===== src/rtl/mem_burst_master_if.sv =====
// Bundled command, beat-stream, status and memory-side signals for mem_burst_master.
// The checksum signal exists only when MEM_BURST_MASTER_CHECKSUM_EN is defined.
interface mem_burst_master_if #(
    parameter int AW = 5,
    parameter int DW = 16
);
    logic          cmd_valid;
    logic          cmd_ready;
    logic          cmd_write;
    logic [AW-1:0] cmd_addr;
    logic [AW-1:0] cmd_len;
    logic [DW-1:0] wr_data;
    logic          wr_valid;
    logic          wr_ready;
    logic [DW-1:0] rd_data;
    logic          rd_valid;
    logic          rd_ready;
    logic          busy;
    logic          done;
    logic          mem_we;
    logic [AW-1:0] mem_address;
    logic [DW-1:0] mem_wdata;
    logic [DW-1:0] mem_rdata;
`ifdef MEM_BURST_MASTER_CHECKSUM_EN
    logic [DW-1:0] checksum;
`endif

    modport master (
`ifdef MEM_BURST_MASTER_CHECKSUM_EN
        output checksum,
`endif
        input  cmd_valid, cmd_write, cmd_addr, cmd_len,
        input  wr_data, wr_valid, rd_ready, mem_rdata,
        output cmd_ready, wr_ready, rd_data, rd_valid,
        output busy, done, mem_we, mem_address, mem_wdata
    );

    modport slave (
`ifdef MEM_BURST_MASTER_CHECKSUM_EN
        input  checksum,
`endif
        output cmd_valid, cmd_write, cmd_addr, cmd_len,
        output wr_data, wr_valid, rd_ready, mem_rdata,
        input  cmd_ready, wr_ready, rd_data, rd_valid,
        input  busy, done, mem_we, mem_address, mem_wdata
    );
endinterface


===== src/rtl/mem_burst_master.sv =====
// Burst initiator for a single-port async-write memory; every output is registered.
// Optional burst XOR checksum output enabled by defining MEM_BURST_MASTER_CHECKSUM_EN.
module mem_burst_master #(
    parameter int AW = 5,
    parameter int DW = 16
) (
    input  logic                 clk,
    input  logic                 rst_n,
    mem_burst_master_if.master   bus
);
    typedef enum logic [2:0] {
        IDLE, W_WAIT, W_SETUP, W_STROBE, R_SETUP, R_VALID, DONE
    } state_t;

    state_t        state_q;
    logic [AW-1:0] addr_q;
    logic [AW-1:0] cnt_q;
    logic          settle_q;
    logic          cmd_ready_q;
    logic          wr_ready_q;
    logic          rd_valid_q;
    logic          busy_q;
    logic          done_q;
    logic          mem_we_q;
    logic [AW-1:0] mem_address_q;
    logic [DW-1:0] mem_wdata_q;
    logic [DW-1:0] rd_data_q;
`ifdef MEM_BURST_MASTER_CHECKSUM_EN
    logic [DW-1:0] checksum_q;
`endif

    always_ff @(posedge clk or negedge rst_n) begin
        if (!rst_n) begin
            state_q       <= IDLE;
            addr_q        <= '0;
            cnt_q         <= '0;
            settle_q      <= 1'b0;
            cmd_ready_q   <= 1'b0;
            wr_ready_q    <= 1'b0;
            rd_valid_q    <= 1'b0;
            busy_q        <= 1'b0;
            done_q        <= 1'b0;
            mem_we_q      <= 1'b0;
            mem_address_q <= '0;
            mem_wdata_q   <= '0;
            rd_data_q     <= '0;
`ifdef MEM_BURST_MASTER_CHECKSUM_EN
            checksum_q    <= '0;
`endif
        end else begin
            done_q   <= 1'b0;
            mem_we_q <= 1'b0;
            case (state_q)
                IDLE: begin
                    cmd_ready_q <= 1'b1;
                    if (bus.cmd_valid && cmd_ready_q) begin
                        cmd_ready_q <= 1'b0;
                        busy_q      <= 1'b1;
                        addr_q      <= bus.cmd_addr;
                        cnt_q       <= bus.cmd_len;
                        settle_q    <= 1'b0;
`ifdef MEM_BURST_MASTER_CHECKSUM_EN
                        checksum_q  <= '0;
`endif
                        if (bus.cmd_write) begin
                            wr_ready_q <= 1'b1;
                            state_q    <= W_WAIT;
                        end else begin
                            mem_address_q <= bus.cmd_addr;
                            state_q       <= R_SETUP;
                        end
                    end
                end
                W_WAIT: begin
                    // Address and data are loaded together, one full cycle before the strobe.
                    if (bus.wr_valid && wr_ready_q) begin
                        wr_ready_q    <= 1'b0;
                        mem_wdata_q   <= bus.wr_data;
                        mem_address_q <= addr_q;
`ifdef MEM_BURST_MASTER_CHECKSUM_EN
                        checksum_q    <= checksum_q ^ bus.wr_data;
`endif
                        state_q       <= W_SETUP;
                    end
                end
                W_SETUP: begin
                    mem_we_q <= 1'b1;
                    state_q  <= W_STROBE;
                end
                W_STROBE: begin
                    if (cnt_q == '0) begin
                        done_q  <= 1'b1;
                        state_q <= DONE;
                    end else begin
                        cnt_q      <= cnt_q - 1'b1;
                        addr_q     <= addr_q + 1'b1;
                        wr_ready_q <= 1'b1;
                        state_q    <= W_WAIT;
                    end
                end
                R_SETUP: begin
                    // Address gets one settle cycle before the async read port is sampled.
                    if (!settle_q) begin
                        settle_q <= 1'b1;
                    end else begin
                        settle_q   <= 1'b0;
                        rd_data_q  <= bus.mem_rdata;
                        rd_valid_q <= 1'b1;
`ifdef MEM_BURST_MASTER_CHECKSUM_EN
                        checksum_q <= checksum_q ^ bus.mem_rdata;
`endif
                        state_q    <= R_VALID;
                    end
                end
                R_VALID: begin
                    if (bus.rd_ready) begin
                        rd_valid_q <= 1'b0;
                        if (cnt_q == '0) begin
                            done_q  <= 1'b1;
                            state_q <= DONE;
                        end else begin
                            cnt_q         <= cnt_q - 1'b1;
                            addr_q        <= addr_q + 1'b1;
                            mem_address_q <= addr_q + 1'b1;
                            state_q       <= R_SETUP;
                        end
                    end
                end
                DONE: begin
                    busy_q      <= 1'b0;
                    cmd_ready_q <= 1'b1;
                    state_q     <= IDLE;
                end
                default: state_q <= IDLE;
            endcase
        end
    end

    assign bus.cmd_ready   = cmd_ready_q;
    assign bus.wr_ready    = wr_ready_q;
    assign bus.rd_valid    = rd_valid_q;
    assign bus.rd_data     = rd_data_q;
    assign bus.busy        = busy_q;
    assign bus.done        = done_q;
    assign bus.mem_we      = mem_we_q;
    assign bus.mem_address = mem_address_q;
    assign bus.mem_wdata   = mem_wdata_q;
`ifdef MEM_BURST_MASTER_CHECKSUM_EN
    assign bus.checksum    = checksum_q;
`endif
endmodule


===== src/flat_wrapper.sv =====
// flat-port wrapper written by rule: the top's interface ports become plain ports
module mem_burst_master_flat 
#(
    parameter int AW = 5,
    parameter int DW = 16
)
  (clk, rst_n, bus_cmd_valid, bus_cmd_write, bus_cmd_addr, bus_cmd_len, bus_wr_data, bus_wr_valid, bus_rd_ready, bus_mem_rdata, bus_cmd_ready, bus_wr_ready, bus_rd_data, bus_rd_valid, bus_busy, bus_done, bus_mem_we, bus_mem_address, bus_mem_wdata);
  mem_burst_master_if #(.AW(AW), .DW(DW)) bus_i ();
  input  logic clk;
  input  logic rst_n;
  input wire logic [$bits(bus_i.cmd_valid)-1:0] bus_cmd_valid;
  input wire logic [$bits(bus_i.cmd_write)-1:0] bus_cmd_write;
  input wire logic [$bits(bus_i.cmd_addr)-1:0] bus_cmd_addr;
  input wire logic [$bits(bus_i.cmd_len)-1:0] bus_cmd_len;
  input wire logic [$bits(bus_i.wr_data)-1:0] bus_wr_data;
  input wire logic [$bits(bus_i.wr_valid)-1:0] bus_wr_valid;
  input wire logic [$bits(bus_i.rd_ready)-1:0] bus_rd_ready;
  input wire logic [$bits(bus_i.mem_rdata)-1:0] bus_mem_rdata;
  output wire logic [$bits(bus_i.cmd_ready)-1:0] bus_cmd_ready;
  output wire logic [$bits(bus_i.wr_ready)-1:0] bus_wr_ready;
  output wire logic [$bits(bus_i.rd_data)-1:0] bus_rd_data;
  output wire logic [$bits(bus_i.rd_valid)-1:0] bus_rd_valid;
  output wire logic [$bits(bus_i.busy)-1:0] bus_busy;
  output wire logic [$bits(bus_i.done)-1:0] bus_done;
  output wire logic [$bits(bus_i.mem_we)-1:0] bus_mem_we;
  output wire logic [$bits(bus_i.mem_address)-1:0] bus_mem_address;
  output wire logic [$bits(bus_i.mem_wdata)-1:0] bus_mem_wdata;
  assign bus_i.cmd_valid = bus_cmd_valid;
  assign bus_i.cmd_write = bus_cmd_write;
  assign bus_i.cmd_addr = bus_cmd_addr;
  assign bus_i.cmd_len = bus_cmd_len;
  assign bus_i.wr_data = bus_wr_data;
  assign bus_i.wr_valid = bus_wr_valid;
  assign bus_i.rd_ready = bus_rd_ready;
  assign bus_i.mem_rdata = bus_mem_rdata;
  assign bus_cmd_ready = bus_i.cmd_ready;
  assign bus_wr_ready = bus_i.wr_ready;
  assign bus_rd_data = bus_i.rd_data;
  assign bus_rd_valid = bus_i.rd_valid;
  assign bus_busy = bus_i.busy;
  assign bus_done = bus_i.done;
  assign bus_mem_we = bus_i.mem_we;
  assign bus_mem_address = bus_i.mem_address;
  assign bus_mem_wdata = bus_i.mem_wdata;
  mem_burst_master #(.AW(AW), .DW(DW)) u_core (.clk(clk), .rst_n(rst_n), .bus(bus_i));
endmodule

===== config.mk =====
export PLATFORM = sky130hd
export DESIGN_NAME = mem_burst_master_flat
export DESIGN_NICKNAME = d
export VERILOG_FILES = /design/src/rtl/mem_burst_master_if.sv /design/src/rtl/mem_burst_master.sv /design/src/flat_wrapper.sv
export SDC_FILE = /design/constraint.sdc
export NUM_CORES = 1
export LEC_CHECK = 0
export BUFFER_PORTS_ARGS = -buffer_cell sky130_fd_sc_hd__buf_4
export CAP_MARGIN = 10
export CELL_PAD_IN_SITES_DETAIL_PLACEMENT = 0
export CELL_PAD_IN_SITES_GLOBAL_PLACEMENT = 1
export CORE_UTILIZATION = 38
export CTS_CLUSTER_DIAMETER = 50
export DETAILED_ROUTE_END_ITERATION = 10
export PLACE_DENSITY_LB_ADDON = 0.1
export SYNTH_ARGS = -nofsm -noshare
export SYNTH_HDL_FRONTEND = slang
export SYNTH_SLANG_ARGS = --single-unit

===== constraint.sdc =====
create_clock -name clk -period 2.22 [get_ports clk]
set_input_delay 0.333 -clock clk [delete_from_list [all_inputs] [get_ports clk]]
set_output_delay 0.333 -clock clk [all_outputs]
set_load 0.01 [all_outputs]

; ---- Word-level counts from Yosys, hierarchy flattened
; Cells that the tools add are included.
[totals]
inputBits = 48
ff_bits = 57
[op_classes]
reduce_logical = 19
mux = 41
addsub = 2
eq_ne = 14
[ops]
columns = operator, n
row1 = $mux W5, 11
row2 = $pmux W5 S3, 3
row3 = $mux W3, 6
row4 = $pmux W3 S6, 1
row5 = $mux W1, 13
row6 = $ne A2 B2 Y1 const B, 5
row7 = $pmux W1 S2, 5
row8 = $eq A3 B3 Y1 const B, 3
row9 = $reduce_bool A3 Y1, 3
row10 = $reduce_and A2 Y1, 4
row11 = $eq A3 B2 Y1 const B, 2
row12 = $ne A2 B1 Y1 const B, 3
row13 = $reduce_and A3 Y1, 2
row14 = $reduce_and A6 Y1, 1
row15 = $reduce_bool A2 Y1, 3
row16 = $add A5 B1 Y5 const B, 1
row17 = $logic_not A5 Y1, 1
row18 = $reduce_and A5 Y1, 1
row19 = $sub A5 B1 Y5 const B, 1
row20 = $reduce_and A4 Y1, 1
row21 = $eq A3 B1 Y1 const B, 1
row22 = $logic_not A3 Y1, 1
row23 = $pmux W1 S3, 1
row24 = $logic_and A1 B1 Y1, 2
row25 = $mux W2, 1

; ---- Longest topological paths before layout
[depth]
ltp_word = 4
mapped_depth = 7
ltp_nobuf = 6

; ---- Worst setup path before layout
; No wires, ideal clock.
[synth_timing]
kind = register to register
start = register u_core.cnt_q[0]
end = register u_core.addr_q[0]
stages_incl_launch_ff = 8
arrival_ns = 1.771
required_ns = 2.099
path_slack_ns = 0.328
path_cell_list = dfrtp_1 -> inv_1 -> ha_1 -> nor4b_4 -> o22ai_4 -> or2_1 -> buf_6 -> a22o_1
[synth_between]
elab_chain_len = 4
[synth_rtl]
columns = item, line
row1 = start: declaration, mem_burst_master.sv:17  ; logic [AW-1:0] cnt_q;
row2 = start signal: assignment, mem_burst_master.sv:60  ; cnt_q <= bus.cmd_len;
row3 = start signal: assignment, mem_burst_master.sv:95  ; cnt_q <= cnt_q - 1'b1;
row4 = start signal: assignment, mem_burst_master.sv:122  ; cnt_q <= cnt_q - 1'b1;
row5 = $logic_not A5 Y1 (*), "mem_burst_master.sv:91, mem_burst_master.sv:118"
row6 = $mux W5 (*), n/a
row7 = $mux W5, n/a
row8 = $pmux W5 S3 (*), n/a
row9 = end signal: assignment, mem_burst_master.sv:59  ; addr_q <= bus.cmd_addr;
row10 = end signal: assignment, mem_burst_master.sv:96  ; addr_q <= addr_q + 1'b1;
row11 = end signal: assignment, mem_burst_master.sv:123  ; addr_q <= addr_q + 1'b1;
row12 = end: declaration, mem_burst_master.sv:16  ; logic [AW-1:0] addr_q;
; Mark *: on every way between the ends. The rest lies on a longest branch, timed or not. The select of a mux whose other input is x is not followed.
; A chain may end at the register's enable or synchronous reset.

; ---- Worst setup path in the final report
[layout_timing]
start = register u_core.cnt_q[0]
end = register u_core.mem_address_q[2], in the netlist u_core.bus.mem_address[2]
[layout_between]
elab_chain_len = 3
[layout_rtl]
columns = item, line
row1 = $logic_not A5 Y1, mem_burst_master.sv:118  ; if (cnt_q == '0) begin
row2 = $ne A2 B2 Y1 (no line), n/a
row3 = $reduce_and A6 Y1 (no line), n/a
row4 = end signal: assignment, mem_burst_master.sv:69  ; mem_address_q <= bus.cmd_addr;
row5 = end signal: assignment, mem_burst_master.sv:79  ; mem_address_q <= addr_q;
row6 = end signal: assignment, mem_burst_master.sv:124  ; mem_address_q <= addr_q + 1'b1;
row7 = end: declaration, mem_burst_master.sv:25  ; logic [AW-1:0] mem_address_q;
; No other way between the ends.

==> results.yml <==
job:
  maxCapViolations: 0
yosys:
  avgSynthCellArea_sq_um: 11.4
  async_flop_share_pct: 100
  netlist_instances: 241
  seq_area_frac_synth_pct: 52.0
  synth-edff-count: 0
  synth_nets: 291
  yosys_register_bits: 57
  netlist_area_sq_mm: 0.00274
  synth_top_area_cell: "dfrtp_1"
  ys.warnings.count: 0
  synthTopCellsByArea: "dfrtp_1 (52%), mux2_2 (15%), nor2_1 (2.6%), nand2_1 (2.3%), a21oi_1 (2.2%)"
  ys_types: 42
  synth_flop_cell: "dfrtp_1"
  synthDominantCellAreaShare_pct: 52.0
setup_path:
  reg2reg_depth: 6
  slowest_delay_ps: 410
  crit_family: "compound AO/OA/AOI/OAI gates"
  path_cells: "inv_1 -> ha_1 -> nor4b_4 -> o2bb2ai_1 -> o211ai_2 -> mux2_2"
  arrival_ps: 2190
  endpoint_kind: "register"
  worstPathMaxFanout: 5
  required_ps: 2440
  crit_start: "u_core.cnt_q[0]$_DFFE_PN0P_"
  rr_endpoint: "u_core.bus.mem_address[2]$_DFFE_PN0P_"
  slowest_stage: "dfrtp_1"
  path_buf_inv: 1
  r2r_start: "u_core.cnt_q[0]$_DFFE_PN0P_"
  critPathKind: "register to register"
  start_kind: "register"
  rrSetupSlack_ps: 250
pwr:
  powerDensity_mw_per_mm2: 1450
  p_leak_uw: 0.00182
  finalPower_uw: 5430
  max-vdd-ir-drop_mv: 0.700
global_route:
  grt_pass1_wl_mm: 10.2
  grt_max_degree: 58
  grt_antenna_before_repair: 0
  overflow: 0
  grtUsageTotal_pct: 18.1
  grt_pass1_vias: 2133
routing:
  vias_per_cell: 4.94
  via_count: 2178
  routedWlPerCell_microns: 14.5
  drc: 0
  routed_wl_mm: 6.39
  drtIter0Drc: 101
  ant_nets: 0
  dr.pass1.iters: 4
sta:
  max_clock_freq_mhz: 507
  skew_ps: 7.86
  drv_slew: 0
  period_share_pct: 88.9
  rsz0062_at_grt: "false"
  setup_viol: 0
  maxSlewHeadroom_pct: 51.5
  hold_viol: 0
  worst_slew_pin_slew_ps: 727
  min_period_ps: 1970
  finalSetupTns_ps: 0
cts:
  cts_tree: "done"
  clock_latency_ps: 340
  clock_sinks: 57
  cts_hold_buf: 0
  cts_setup_buffers: 0
  clock_path_buffers: 2
  htreeDepth: 3
  clk_pin_slew_ps: 70
  cts_buffers: 9
  post_cts_resized: 0
  root_buffer: "clkbuf_8"
die:
  dieHeight_microns: 86.9
  start_util_pct: 39.9
  num_io_pins: 91
  die_area_sq_mm: 0.00756
  die_w_microns: 86.9
  coreArea_sq_mm: 0.00687
  row_count: 30
cells_and_area:
  layoutNonFillerInstCount: 441
  final_common_cell: "buf_4"
  drive_above_1_share_pct: 46.1
  nets: 390
  n_antenna_cell: 0
  n_fill_cell: 651
  mostFrequentLayoutCells: "buf_4 (101), dfrtp_1 (57), mux2_2 (37)"
  syn2layout_area_growth_pct: 36.9
  final_core_util_pct: 54.6
placement:
  hpwlAfterDp_mm: 4.57
  io_buffer_count: 90
  routabilityCongestion: 0.833
  dp.cells: 425
worst_hold_path:
  holdCritPathClass: "input pin to asynchronous set/reset pin"
outcome:
  status: "complete, no violations"
## worst max path at each step
stage | end | slack [ps] | cells past startpoint
floorplan | u_core.addr_q[0]$_DFFE_PN0P_ | 330 | 7
global placement | u_core.bus.mem_address[4]$_DFFE_PN0P_ | 280 | 6
detailed placement | u_core.bus.mem_address[2]$_DFFE_PN0P_ | 210 | 6
CTS | u_core.bus.mem_address[2]$_DFFE_PN0P_ | 220 | 6
global route | u_core.bus.mem_address[2]$_DFFE_PN0P_ | 90 | 6
finish | u_core.bus.mem_address[2]$_DFFE_PN0P_ | 250 | 6
## cells in the mapped netlist (2+ instances only)
library cell,n
nor2b_1,2
buf_2,6
a21oi_1,12
ha_1,2
o22ai_1,6
dfrtp_1,57
o2bb2ai_1,3
o21ai_0,11
nor3_1,5
nor2_1,19
inv_1,11
mux2i_1,6
a22oi_1,5
o31ai_1,2
nand2_1,17
and3b_1,2
nand4_1,2
a211oi_1,2
nand2b_1,2
xnor2_1,4
mux2_2,37
a22o_1,3
clkbuf_1,5
a41o_1,2
## per-layer routing
layer	up-vias	track usage [%]	part of all wire [%]
met1	1039	22.7	44
met2	70	28.9	47
li1	1059	-	-
met4	0	9.55	1.9
met5	-	0	0
met3	10	4.27	6.4
## sequential cells by signal, indices dropped and copies added, names as in the netlist
signal	flops
u_core.addr_q	5
u_core.bus.busy	1
u_core.bus.cmd_ready	1
u_core.bus.done	1
u_core.bus.mem_address	5
u_core.bus.mem_wdata	16
u_core.bus.mem_we	1
u_core.bus.rd_data	16
u_core.bus.rd_valid	1
u_core.bus.wr_ready	1
u_core.cnt_q	5
u_core.settle_q	1
u_core.state_q	3
## cell families (layout without fill, tap and decap cells)
group                      Yosys count  after routing  share of synthesized area, %
AOI/OAI and AO/OA                   52             52                          13.1
adders and majority gates            2              2                         0.913
DFF                                 57             57                          52.0
muxes                               43             43                          17.4
xor gates and xnor gates             5              5                          1.60
and+or+nand+nor                     58             58                          11.2
buffers and inverters               24            128                          3.83
## layout make-up
class / instances / area (sq um) / area share, %
Timing Repair Buffer: 101 / 758 / 20.2
Inverter: 11 / 41.3 / 1.10
Tap cell: 96 / 120 / 3.20
Clock inverter: 5 / 55.1 / 1.47
Multi-Input combinational cell: 160 / 1210 / 32.2
Clock buffer: 11 / 141 / 3.77
Sequential cell: 57 / 1430 / 38.0
## where the power goes
| group | switching (uW) | internal [uW] |
|---|---|---|
| logic | 1150 | 1390 |
| registers | 379 | 1540 |
| clock network | 424 | 545 |
## stage by stage
| step | instance area [sq um] | setup WS [ps] | hold slack (ps) |
|---|---|---|---|
| final | 3750 | 247 | 50.7 |
| after global routing | 3750 | 92.8 | 112 |
| after CTS | 3750 | 219 | 74.0 |
| after detailed placement | 3560 | 210 | 443 |
| after global placement | 3560 | 279 | 446 |
| after floorplan | 2740 | 328 | 37.4 |
No activity file was read; power rests on OpenSTA's default activity.
